<file path="src/rtl/debounce_pkg.sv">
// Shared constants and width helpers for the multi-channel debouncer.
// Repeat feature is enabled by defining DEBOUNCE_REPEAT_EN.
package debounce_pkg;

  localparam int unsigned DefaultTickHz      = 1000;
  localparam int unsigned DefaultStableTicks = 25;

  // Bits needed to hold values 0..max_val (at least one bit).
  function automatic int unsigned width_for(input int unsigned max_val);
    return (max_val < 1) ? 1 : $clog2(max_val + 1);
  endfunction

  function automatic int unsigned max_u(input int unsigned a, input int unsigned b);
    return (a > b) ? a : b;
  endfunction

endpackage

</file>
<file path="src/rtl/tick_gen.sv">
// Shared prescaler: one-cycle tick every DIV clocks (every clock when DIV == 1).
module tick_gen
  import debounce_pkg::*;
#(
  parameter int unsigned DIV = 1
) (
  input  logic clk,
  input  logic rst,
  output logic tick
);

  localparam int unsigned W = width_for(DIV - 1);

  logic [W-1:0] count_q;

  assign tick = (count_q == W'(DIV - 1));

  always_ff @(posedge clk) begin
    if (rst || tick) begin
      count_q <= '0;
    end else begin
      count_q <= count_q + W'(1);
    end
  end

endmodule

</file>
<file path="src/rtl/multi_debounce.sv">
// N-channel debouncer: 2-FF sync, tick-driven stability counter, level and edge pulses.
// Define DEBOUNCE_REPEAT_EN to add per-channel auto-repeat on held inputs.
module multi_debounce
  import debounce_pkg::*;
#(
  parameter int unsigned CHANNELS            = 4,
  parameter int unsigned CLK_HZ              = 100_000_000,
  parameter int unsigned TICK_HZ             = DefaultTickHz,
  parameter int unsigned STABLE_TICKS        = DefaultStableTicks,
  parameter int unsigned REPEAT_DELAY_TICKS  = 500,
  parameter int unsigned REPEAT_PERIOD_TICKS = 100
) (
  input  logic                clk,
  input  logic                rst,
  input  logic [CHANNELS-1:0] btn,
  output logic [CHANNELS-1:0] level,
  output logic [CHANNELS-1:0] rise,
  output logic [CHANNELS-1:0] fall,
  output logic [CHANNELS-1:0] rpt
);

  localparam int unsigned DIV = CLK_HZ / TICK_HZ;
  localparam int unsigned CW  = $clog2(STABLE_TICKS + 1);

  if (DIV == 0 || STABLE_TICKS == 0 || REPEAT_DELAY_TICKS == 0 ||
      REPEAT_PERIOD_TICKS == 0) begin : g_cfg_err
    $error("multi_debounce: invalid parameter set");
  end

  logic tick;

  tick_gen #(
    .DIV (DIV)
  ) u_tick_gen (
    .clk  (clk),
    .rst  (rst),
    .tick (tick)
  );

  for (genvar i = 0; i < CHANNELS; i++) begin : g_ch
    logic          s1_q, s2_q;
    logic          level_q, rise_q, fall_q;
    logic [CW-1:0] cnt_q;
    logic          take;

    // Level flips on this tick: input has differed for the full window.
    assign take = tick && (s2_q != level_q) && (cnt_q == CW'(STABLE_TICKS - 1));

    always_ff @(posedge clk) begin
      if (rst) begin
        s1_q    <= 1'b0;
        s2_q    <= 1'b0;
        level_q <= 1'b0;
        rise_q  <= 1'b0;
        fall_q  <= 1'b0;
        cnt_q   <= '0;
      end else begin
        s1_q   <= btn[i];
        s2_q   <= s1_q;
        rise_q <= 1'b0;
        fall_q <= 1'b0;
        if (tick) begin
          if (s2_q == level_q) begin
            cnt_q <= '0;
          end else if (take) begin
            level_q <= s2_q;
            cnt_q   <= '0;
            rise_q  <= s2_q;
            fall_q  <= ~s2_q;
          end else begin
            cnt_q <= cnt_q + CW'(1);
          end
        end
      end
    end

    assign level[i] = level_q;
    assign rise[i]  = rise_q;
    assign fall[i]  = fall_q;

`ifdef DEBOUNCE_REPEAT_EN
    localparam int unsigned HW = width_for(max_u(REPEAT_DELAY_TICKS, REPEAT_PERIOD_TICKS));

    logic [HW-1:0] hcnt_q;
    logic          rep_q, rpt_q;
    logic [HW-1:0] target;

    // First pulse waits the delay; later pulses use the period.
    assign target = rep_q ? HW'(REPEAT_PERIOD_TICKS) : HW'(REPEAT_DELAY_TICKS);

    always_ff @(posedge clk) begin
      if (rst || !level_q || take) begin
        hcnt_q <= '0;
        rep_q  <= 1'b0;
        rpt_q  <= 1'b0;
      end else begin
        rpt_q <= 1'b0;
        if (tick) begin
          if (hcnt_q + HW'(1) == target) begin
            hcnt_q <= '0;
            rep_q  <= 1'b1;
            rpt_q  <= 1'b1;
          end else begin
            hcnt_q <= hcnt_q + HW'(1);
          end
        end
      end
    end

    assign rpt[i] = rpt_q;
`else
    assign rpt[i] = 1'b0;
`endif
  end

endmodule
</file>
<file path="config.mk">
export PLATFORM = sky130hd
export DESIGN_NAME = multi_debounce
export DESIGN_NICKNAME = d
export VERILOG_FILES = /design/src/rtl/debounce_pkg.sv /design/src/rtl/tick_gen.sv /design/src/rtl/multi_debounce.sv
export SDC_FILE = /design/constraint.sdc
export NUM_CORES = 1
export LEC_CHECK = 0
export ABC_CLOCK_PERIOD_IN_PS = 3200
export CORE_MARGIN = 2
export CORE_UTILIZATION = 45
export CTS_CLUSTER_DIAMETER = 80
export DETAILED_ROUTE_END_ITERATION = 16
export GPL_ROUTABILITY_DRIVEN = 0
export PLACE_DENSITY = 0.73
export SKIP_CTS_REPAIR_TIMING = 1
export SLEW_MARGIN = 40
export SYNTH_ARGS = -nofsm -noshare
export SYNTH_HDL_FRONTEND = slang
export SYNTH_SLANG_ARGS = --single-unit
export TNS_END_PERCENT = 30
</file>
<file path="constraint.sdc">
create_clock -name clk -period 3.2 [get_ports clk]
set_clock_uncertainty 0.05 [all_clocks]
set_input_delay 0.64 -clock clk [delete_from_list [all_inputs] [get_ports clk]]
set_output_delay 0.64 -clock clk [all_outputs]
set_load 0.01 [all_outputs]
</file>
# Word level (Yosys, flattened, before mapping)
# Index checks and enable logic that the tools add are counted.
[word_totals]
mem_bits_ro = 0
out_inout_bits = 16
inputBits = 6
latchBits = 0
ff_bits = 57
elab_cells = 81
mem_count = 0
ram_bits = 0
[classes]
eq_ne = 13
div_mod_pow = 0
n_shift = 0
reduce_logical = 17
order_cmp = 0
bitwise = 13
add_sub_neg = 5
mux = 8
mul = 0
[ops]
columns = ["op", "n"]
rows = [
  ["2-to-1 mux 5 bit", 8],
  ["adder 5 x 1 -> 5 bit (second input constant)", 4],
  ["equality test 5 bit (second input constant)", 4],
  ["adder 17 x 1 -> 17 bit (second input constant)", 1],
  ["equality test 17 bit (second input constant)", 1],
  ["OR reduction 4 bit", 4],
  ["NOT 1 bit", 13],
  ["AND reduction 3 bit", 4],
  ["logical AND 1 bit", 8],
  ["equality test 1 bit", 4],
  ["inequality test 1 bit", 4],
  ["logical OR 1 bit", 1],
]

# Longest topological paths before layout
# Gate-level depths: netlist (run 1).
[logic_depth]
depth_word = 5
mapped_depth = 7
mapped_depth_nobuf = 6

# Cells and area by module
# Synthesis (run 1) repeated with hierarchy kept, for this count alone.
[hier_totals]
hier_cells = 288
area_unflattened_um2 = 2660.1
[by_module_without_submodules]
columns = ["mod", "seq_area_each_um2", "area_each_um2", "cells_per_inst", "instances"]
rows = [
  ["multi_debounce", 800.8, 1898.1, 202, 1],
  ["tick_gen", 340.3, 762.0, 86, 1],
]

# Worst setup path before layout (run 1)
# Ideal clock, no wire load.
[synth_timing]
path_type = "reg2reg"
from = "register u_tick_gen.count_q[0]"
to = "register g_ch[0].cnt_q[4]"
required_ns = 3.080
path_stages_with_launch = 7
setup_slack_ns = 1.332
arrival_ns = 1.748
synth_period_minus_slack_ns = 1.868
path_buffers = 1
setup_time_ns = 0.070
cell_sequence = "dfxtp_1 -> ha_1 -> and4_4 -> nand4_2 -> buf_6 -> or4_1 -> a21oi_1"
[synth_via]
elab_chain_len = 5
[synth_lines]
columns = ["element", "line_no", "text"]
rows = [
  ["start: declaration", "tick_gen.sv:14", "logic [W-1:0] count_q;"],
  ["start signal: assignment", "tick_gen.sv:22", "count_q <= count_q + W'(1);"],
  ["equality test 17 bit (*)", "tick_gen.sv:16", "assign tick = (count_q == W'(DIV - 1));"],
  ["logical AND 1 bit (2 in series)", "multi_debounce.sv:47", "assign take = tick && (s2_q != level_q) && (cnt_q == CW'(STABLE_TICKS - 1));"],
  ["2-to-1 mux 5 bit", "multi_debounce.sv:65", "end else if (take) begin"],
  ["2-to-1 mux 5 bit", "multi_debounce.sv:63", "if (s2_q == level_q) begin"],
  ["end signal: assignment", "multi_debounce.sv:71", "cnt_q <= cnt_q + CW'(1);"],
  ["end: declaration", "multi_debounce.sv:43", "logic [CW-1:0] cnt_q;"],
]
# Mark *: on every way between the ends. The rest lies on a longest branch, timed or not.
# A chain may end at the register's enable or synchronous reset.

# Worst setup path in the final report (run 1)
[layout_timing]
from = "register u_tick_gen.count_q[0]"
to = "register g_ch[1].cnt_q[3]"
[layout_via]
elab_chain_len = 5
[layout_lines]
columns = ["element", "line_no"]
rows = [
  ["equality test 17 bit (*)", "tick_gen.sv:16"],
  ["logical AND 1 bit (2 in series)", "multi_debounce.sv:47"],
  ["2-to-1 mux 5 bit", "multi_debounce.sv:65"],
  ["2-to-1 mux 5 bit", "multi_debounce.sv:63"],
  ["end signal: assignment", "multi_debounce.sv:71"],
  ["end: declaration", "multi_debounce.sv:43"],
]
# Marks and branches as above.

==> results.toml, run 1 <==
[finish]
mostFrequentLayoutCell = "dfxtp_1"
final_cell_mix = "57 x dfxtp_1, 26 x a21oi_1, 24 x nand3_1"
nets = 322
drive_gt1_frac = 0.0673
syn2layout_area_growth_pct = 12.0
diodes = 0

[global_route]
grt_antenna_before_repair = 0
grt_util_all_layers = 0.161
grt_first_pass_wirelength_mm = 8.11
grt_start_max_net_pins = 43
grt_pass1_vias = 1852
grt-ovfl-total = 0

[place]
port_buffers = 17
dp_hpwl_mm = 3.00

[yosys]
syn_area_per_cell_um2 = 8.84
ys_warn_count = 0
synthesis.area_um2 = 2680
synth_seq_cells = 57
ys_seq_area_frac = 0.426
synth.distinct_cells = 33
syn_inst = 303

[sta]
worst_slew_pin_slew_ps = 615
slew_violations = 0
fin_crit_sh = 0.651
grt_setup_unrepaired = "no"
hold_viol_final = 0
slew_headroom = 0.590
finalWorstPathRequiredPeriod_ps = 2080
fmax_mhz = 480
finalSetupViolations = 0
tns_ps = 0

[critical_path]
cp_max_fo = 41
ff2ff_path_depth = 6
endpoint = "g_ch[1].cnt_q[3]"
crit_start = "u_tick_gen.count_q[0]"
start_kind = "flop"
crit_path_end_kind = "flop"
crit_required_ps = 3410
crit_path_max_incr_delay_ps = 530
r2r_start = "u_tick_gen.count_q[0]"
crit_chain = "ha_1 > and4_4 > nand4_2 > buf_4 > or4_1 > a21oi_1"
slowest_stage = "or4_1"
worstPathArrival_ps = 2290
r2r-end = "g_ch[1].cnt_q[3]"
path_class = "reg2reg"
r2r_slack_ps = 1120

[floorplan]
io_pins = 22
start_util = 0.458
num_rows = 28
die_h_um = 81.2
core_um2 = 5850
die_w_um = 81.2
dieArea_um2 = 6590

[run]
drv_cap = 0

[drt]
viasPerCell = 5.37
vias = 2080
drtAntennaViolNets = 0
drc_errors = 0
dr.pass1.iters = 4
post_drt_wl_per_cell_um = 12.3
wirelength_mm = 4.75
drt_iter0_drc = 77

[cts]
clk_pin_slew_ps = 60
cts.sinks = 57
cts_root_buf = "clkbuf_8"
cts_buffer_depth = 2
cts.htree.levels = 3
cts_tree = "done"
cts-buffers-inserted = 9
clock_latency_ps = 330

[power]
pwr_density_cell_nw_per_um2 = 485
p_leak_uw = 0.000977
finalPower_uw = 1460
vdd_drop_max_mv = 0.310

[hold_path]
hp-class = "reg2reg"
hold_depth = 1

[outcome]
status = "finished clean"
## worst min-delay path by stage
stage	to	slack [ps]	start
after floorplan	g_ch[0].s2_q	360	g_ch[0].s1_q
after global placement	g_ch[3].s2_q	370	g_ch[3].s1_q
after detailed placement	g_ch[2].s2_q	390	g_ch[2].s1_q
after CTS	g_ch[3].s2_q	400	g_ch[3].s1_q
after global routing	g_ch[3].s2_q	400	g_ch[3].s1_q
final	g_ch[3].s2_q	400	g_ch[3].s1_q
## metrics by stage
step / std cells / utilization / hold slack, ps / worst slack (ps) / cell area, µm²
after CTS: 387 / 0.513 / 403 / 1110 / 3000
final: 387 / 0.513 / 396 / 1120 / 3000
after detailed placement: 371 / 0.477 / 385 / 1140 / 2790
after global placement: 371 / 0.477 / 366 / 1200 / 2790
after floorplan: 306 / - / 364 / 1330 / 2690
after global routing: 387 / 0.513 / 405 / 977 / 3000
## cell families after synthesis
family,Yosys count,share of synthesized area
fa+ha+maj,9,0.0420
simple gates,135,0.307
buf+inv,39,0.0803
flops,57,0.426
compound gates,45,0.0873
other cells,1,0.00140
xor+xnor,17,0.0556
## registers in the layout (all words and copies together) (netlist names)
signal,flops
g_ch.cnt_q,20
g_ch.s1_q,4
g_ch.s2_q,4
g_ch.fall_q,4
g_ch.rise_q,4
g_ch.level_q,4
u_tick_gen.count_q,17
## routing by layer
metal,GRT usage,part of all wire,up-vias
li1,-,-,1077
met1,0.206,0.52,960
met2,0.243,0.43,41
met3,0.0467,0.042,2
met4,0.0898,0.0088,0
met5,0,0,-
## cell usage after synthesis, drive strengths merged
cell type	count	area, µm²
nor3b	7	52.6
nand2b	9	56.3
nor4	11	68.8
clkbuf	11	41.3
and4	2	20.0
inv	10	37.5
nand3	24	120
xnor2	12	105
nand4b	8	70.1
dfxtp	57	1140
nand3b	1	7.51
and4bb	2	25.0
a21oi	26	130
buf	18	136
o31ai	2	15.0
or2	1	6.26
nand2	13	48.8
and4b	4	40.0
nor3	6	30.0
nor4b	1	23.8
nand4	7	50.1
nor2	21	78.8
nor2b	8	50.1
o21ai	16	80.1
conb	1	3.75
or4	10	75.1
ha	9	113
a311oi	1	8.76
xor2	5	43.8
## cell type report
cell class,count,area [µm²]
clock inverter,2,35.0
fill,553,2850
tap,75,93.8
inverter,10,37.5
sequential,57,1140
timing repair buffer,19,185
clock buffer,14,173
multi-input combinational,210,1330
## power by group
| part | total (µW) | leakage [µW] | switching, µW | internal (µW) |
|---|---|---|---|---|
| Combinational | 39.6 | 0.000409 | 23.4 | 16.2 |
| Clock | 692 | 0.000107 | 269 | 423 |
| Sequential | 724 | 0.000461 | 6.76 | 718 |
## worst max-delay path, delay by kind of cell, from the launching register on
kind	cells	cell delay, ps
AO/OA/AOI/OAI	1	170
flip-flops	1	390
adder cells (fa/ha/maj)	1	240
buffers and inverters	1	260
AND/OR/NAND/NOR	3	900
(Power assumes the default switching activity.)
==> run 2: changes to the inputs <==
--- a/config.mk
+++ b/config.mk
@@ -5,7 +5,7 @@
 export SDC_FILE = /design/constraint.sdc
 export NUM_CORES = 1
 export LEC_CHECK = 0
-export ABC_CLOCK_PERIOD_IN_PS = 3200
+export ABC_CLOCK_PERIOD_IN_PS = 2200
 export CORE_MARGIN = 2
 export CORE_UTILIZATION = 45
 export CTS_CLUSTER_DIAMETER = 80
==> constraint.sdc (replaced) <==
create_clock -name clk -period 2.2 [get_ports clk]
set_clock_uncertainty 0.05 [all_clocks]
set_input_delay 0.44 -clock clk [delete_from_list [all_inputs] [get_ports clk]]
set_output_delay 0.44 -clock clk [all_outputs]
set_load 0.01 [all_outputs]
==> run 2 against run 1 <==
Compared with the run above:
- non-clock buffer count grew 3
- via count grew 0.63%
- clock-buffer cell count shrank 3
- routed wire length shrank 0.57%
- cell count grew 0.52%
- first-iteration DRC count grew 65%
==> results.toml, run 2 (same netlist as run 1, synthesis figures left out) <==
[cts]
cts_buffer_depth = 2
cts_tree = "done"
cts.htree.levels = 3
clk_pin_slew_ps = 60
cts.sinks = 57
clock_latency_ps = 330
cts-buffers-inserted = 9
cts_root_buf = "clkbuf_8"

[sta]
fmax_mhz = 485
tns_ps = 0
hold_viol_final = 0
fin_crit_sh = 0.936
finalWorstPathRequiredPeriod_ps = 2060
hold_ws_ps = 390
grt_setup_unrepaired = "no"
finalSetupViolations = 0
layout_setup_ws_ps = 140
slew_headroom = 0.628
worst_slew_pin_slew_ps = 558
slew_violations = 0

[floorplan]
num_rows = 28
dieArea_um2 = 6590
core_um2 = 5850
die_w_um = 81.2
start_util = 0.458
io_pins = 22
die_h_um = 81.2

[finish]
mostFrequentLayoutCell = "dfxtp_1"
seq_area_um2 = 1140
largestRegisters = "g_ch.cnt_q: 20 flops, u_tick_gen.count_q: 17 flops"
drive_gt1_frac = 0.0764
multiInputGateArea_um2 = 1330
fin_util = 0.509
regMostFlops = "g_ch.cnt_q"
diodes = 0
fillCellCount = 574
syn2layout_area_growth_pct = 11.1
largest_reg_flops = 20
nets = 325
final_cell_mix = "57 x dfxtp_1, 26 x a21oi_1, 24 x nand3_1"

[place]
port_buffers = 17
dp_hpwl_mm = 3.21
pre_cts_ws_ps = 167

[drt]
viasPerCell = 5.38
wirelength_mm = 4.72
vias = 2093
drtAntennaViolNets = 0
drt_iter0_drc = 127
post_drt_wl_per_cell_um = 12.1
drc_errors = 0
dr.pass1.iters = 4

[global_route]
grt-ovfl-total = 0
grt_util_all_layers = 0.164
grt_antenna_before_repair = 0
grt_start_max_net_pins = 36
grt_first_pass_wirelength_mm = 8.20
grt_pass1_vias = 1848

[critical_path]
slowest_stage = "or4_1"
crit_required_ps = 2410
cp_max_fo = 35
path_delay_family = "simple AND/OR/NAND/NOR gates"
start_kind = "flop"
crit_path_end_kind = "flop"
crit_path_max_incr_delay_ps = 520
worstPathArrival_ps = 2270
crit_chain = "ha_1 > and4_4 > nand4_2 > buf_4 > or4_1 > a21oi_1"
path_class = "reg2reg"
path_buf_inv = 1

[outcome]
status = "finished clean"

[power]
finalPower_uw = 1920
pwr_density_cell_nw_per_um2 = 645
p_leak_uw = 0.000973
vdd_drop_max_mv = 0.421

[hold_path]
hp-class = "reg2reg"

[run]
drv_cap = 0
## run 2: cell types whose count changed in the layout (fill, tap and decap cells not counted), sizes merged
cell and delta:
bufinv -1, buf +3, clkbuf -3, clkinv +3
## run 2: final cells by class
| class | instances | area share |
|---|---|---|
| clock inverter | 4 | 0.00673 |
| sequential | 57 | 0.384 |
| clock buffer | 11 | 0.0475 |
| inverter | 10 | 0.0126 |
| tap | 75 | 0.0315 |
| multi-input combinational | 210 | 0.448 |
| timing repair buffer | 22 | 0.0698 |
## run 2: worst paths after layout
kind | startpoint | end | slack [ps] | cells after the start
setup / recovery | u_tick_gen.count_q[0] | g_ch[3].cnt_q[4] | 140 | 6
hold / removal | g_ch[2].s1_q | g_ch[2].s2_q | 390 | 1
setup reg to reg | u_tick_gen.count_q[0] | g_ch[3].cnt_q[4] | 140 | 6
hold reg to reg | g_ch[2].s1_q | g_ch[2].s2_q | 390 | 1
## run 2: where the power goes
part	internal [µW]	switching, µW
clock	424	382
sequential	1040	10.3
combinational	24.7	34.3
## run 2: per-stage QoR
step | instances | instance area [µm²]
after global placement | 374 | 2810
after detailed placement | 374 | 2810
after CTS | 389 | 2980
after global routing | 389 | 2980
final | 389 | 2980
after floorplan | 306 | 2690
## run 2: per-layer routing
layer  global-route usage  part of all wire
met3               0.0378             0.034
met2                0.240              0.44
met1                0.215              0.50
met5                    0                 0
met4                0.107             0.029
==> run 3: changes to the inputs <==
--- a/config.mk
+++ b/config.mk
@@ -6,13 +6,11 @@
 export NUM_CORES = 1
 export LEC_CHECK = 0
 export ABC_CLOCK_PERIOD_IN_PS = 2200
-export CORE_MARGIN = 2
 export CORE_UTILIZATION = 45
 export CTS_CLUSTER_DIAMETER = 80
 export DETAILED_ROUTE_END_ITERATION = 16
 export GPL_ROUTABILITY_DRIVEN = 0
 export PLACE_DENSITY = 0.73
-export SKIP_CTS_REPAIR_TIMING = 1
 export SLEW_MARGIN = 40
 export SYNTH_ARGS = -nofsm -noshare
 export SYNTH_HDL_FRONTEND = slang
==> run 3 against run 2 <==
Compared with the run above:
- cell area grew 1.1%
- global-route usage grew 1.1 points
- routed wire length grew 1.5%
- cell count shrank 0.51%
- first-iteration DRC count shrank 10%
- power grew 7.8%
- core utilization grew 2.8 points
- register-to-register slack is essentially flat
- critical endpoint is now g_ch[0].cnt_q[3]
- highest routed layer unchanged
==> results.toml, run 3 (same netlist as run 1, synthesis figures left out) <==
[outcome]
status = "finished clean"

[sta]
finalSetupViolations = 0
tns_ps = 0
fin_crit_sh = 0.938
worst_slew_pin_slew_ps = 583
fmax_mhz = 484
grt_setup_unrepaired = "no"
finalWorstPathRequiredPeriod_ps = 2060
slew_violations = 0
slew_headroom = 0.611
hold_viol_final = 0

[critical_path]
crit_path_max_incr_delay_ps = 530
crit_chain = "ha_1 > and4_4 > nand4_2 > buf_4 > or4_1 > a21oi_1"
start_kind = "flop"
crit_path_end_kind = "flop"
r2r_slack_ps = 140
cp_max_fo = 36
worstPathArrival_ps = 2280
path_class = "reg2reg"
slowest_stage = "or4_1"
crit_required_ps = 2410

[drt]
post_drt_wl_per_cell_um = 12.4
drc_errors = 0
viasPerCell = 5.42
vias = 2099
dr.pass1.iters = 4
drt_iter0_drc = 114
drtAntennaViolNets = 0
wirelength_mm = 4.79

[finish]
largest_reg_flops = 20
diodes = 0
nets = 325
mostFrequentLayoutCell = "dfxtp_1"
fillCellCount = 538
fin_util = 0.536
seq_area_um2 = 1140
multiInputGateArea_um2 = 1330
fin_cells = 387
syn2layout_area_growth_pct = 12.2
regMostFlops = "g_ch.cnt_q"
largestRegisters = "g_ch.cnt_q: 20 flops, u_tick_gen.count_q: 17 flops"
final_cell_mix = "57 x dfxtp_1, 26 x a21oi_1, 24 x nand3_1"
drive_gt1_frac = 0.0794

[power]
pwr_density_cell_nw_per_um2 = 689
vdd_drop_max_mv = 0.389
p_leak_uw = 0.000980

[cts]
post_cts_resized = 0
clock_latency_ps = 340
cts.htree.levels = 3
cts.sinks = 57
clk_pin_slew_ps = 60
cts_hold_buf = 0
cts_buffer_depth = 2
cts-buffers-inserted = 9
cts_tree = "done"
cts_root_buf = "clkbuf_8"
post_cts_buffers = 0

[floorplan]
num_rows = 27
io_pins = 22
core_um2 = 5610
dieArea_um2 = 6270
die_w_um = 79.2
start_util = 0.478
die_h_um = 79.2

[global_route]
grt-ovfl-total = 0
grt_start_max_net_pins = 37
grt_util_all_layers = 0.175
grt_antenna_before_repair = 0
grt_first_pass_wirelength_mm = 8.47
grt_pass1_vias = 1957

[place]
dp.cells = 371
dp_hpwl_mm = 3.19
port_buffers = 17

[hold_path]
hp-class = "reg2reg"

[run]
drv_cap = 0
run 3: cell types whose count changed in the layout (fill, tap and decap cells not counted):
cell and delta:
clkinv_2 -2, clkinvlp_4 +2, bufinv_16 +1
run 3: report_power, final:
group | internal [µW] | leakage [µW] | switching [µW]
clock | 549 | 0.0000953 | 408
combinational | 24.9 | 0.000423 | 35.1
sequential | 1040 | 0.000461 | 9.72
total | 1620 | 0.000980 | 453
run 3: final cells by class:
cell class | count | share of cell area
Multi-Input combinational cell | 210 | 0.444
Inverter | 10 | 0.0125
Tap cell | 72 | 0.0300
Clock buffer | 11 | 0.0470
Clock inverter | 5 | 0.0183
Sequential cell | 57 | 0.380
Timing Repair Buffer | 22 | 0.0691
run 3: worst paths after layout:
kind	start	to	cells after the start
min reg2reg	g_ch[2].s1_q	g_ch[2].s2_q	1
max reg2reg	u_tick_gen.count_q[0]	g_ch[0].cnt_q[3]	6
max	u_tick_gen.count_q[0]	g_ch[0].cnt_q[3]	6
min	g_ch[2].s1_q	g_ch[2].s2_q	1
run 3: metal layers:
layer  share of wire  global-route usage  vias up  wire (µm)
met1            0.49               0.206      982       2330
met5               0                   0        -          0
met2            0.46               0.280       31       2210
li1                -                   -     1081          -
met3           0.042              0.0793        5        199
met4           0.011              0.0600        0         54
run 3: metrics by stage:
stage	setup slack (ps)	total power (µW)	hold slack (ps)	area, µm²
floorplan	332	1120	364	2690
global placement	220	1130	371	2810
detailed placement	143	1140	372	2810
CTS	121	2100	387	3010
global route	16.6	2160	398	3010
finish	136	2070	386	3010
run 3: critical path, delay by kind of cell (launching register included):
family | cells | cell delay [ps]
and+or+nand+nor | 3 | 900
DFF | 1 | 390
adders and majority gates | 1 | 260
AOI/OAI and AO/OA | 1 | 150
buffers and inverters | 1 | 250
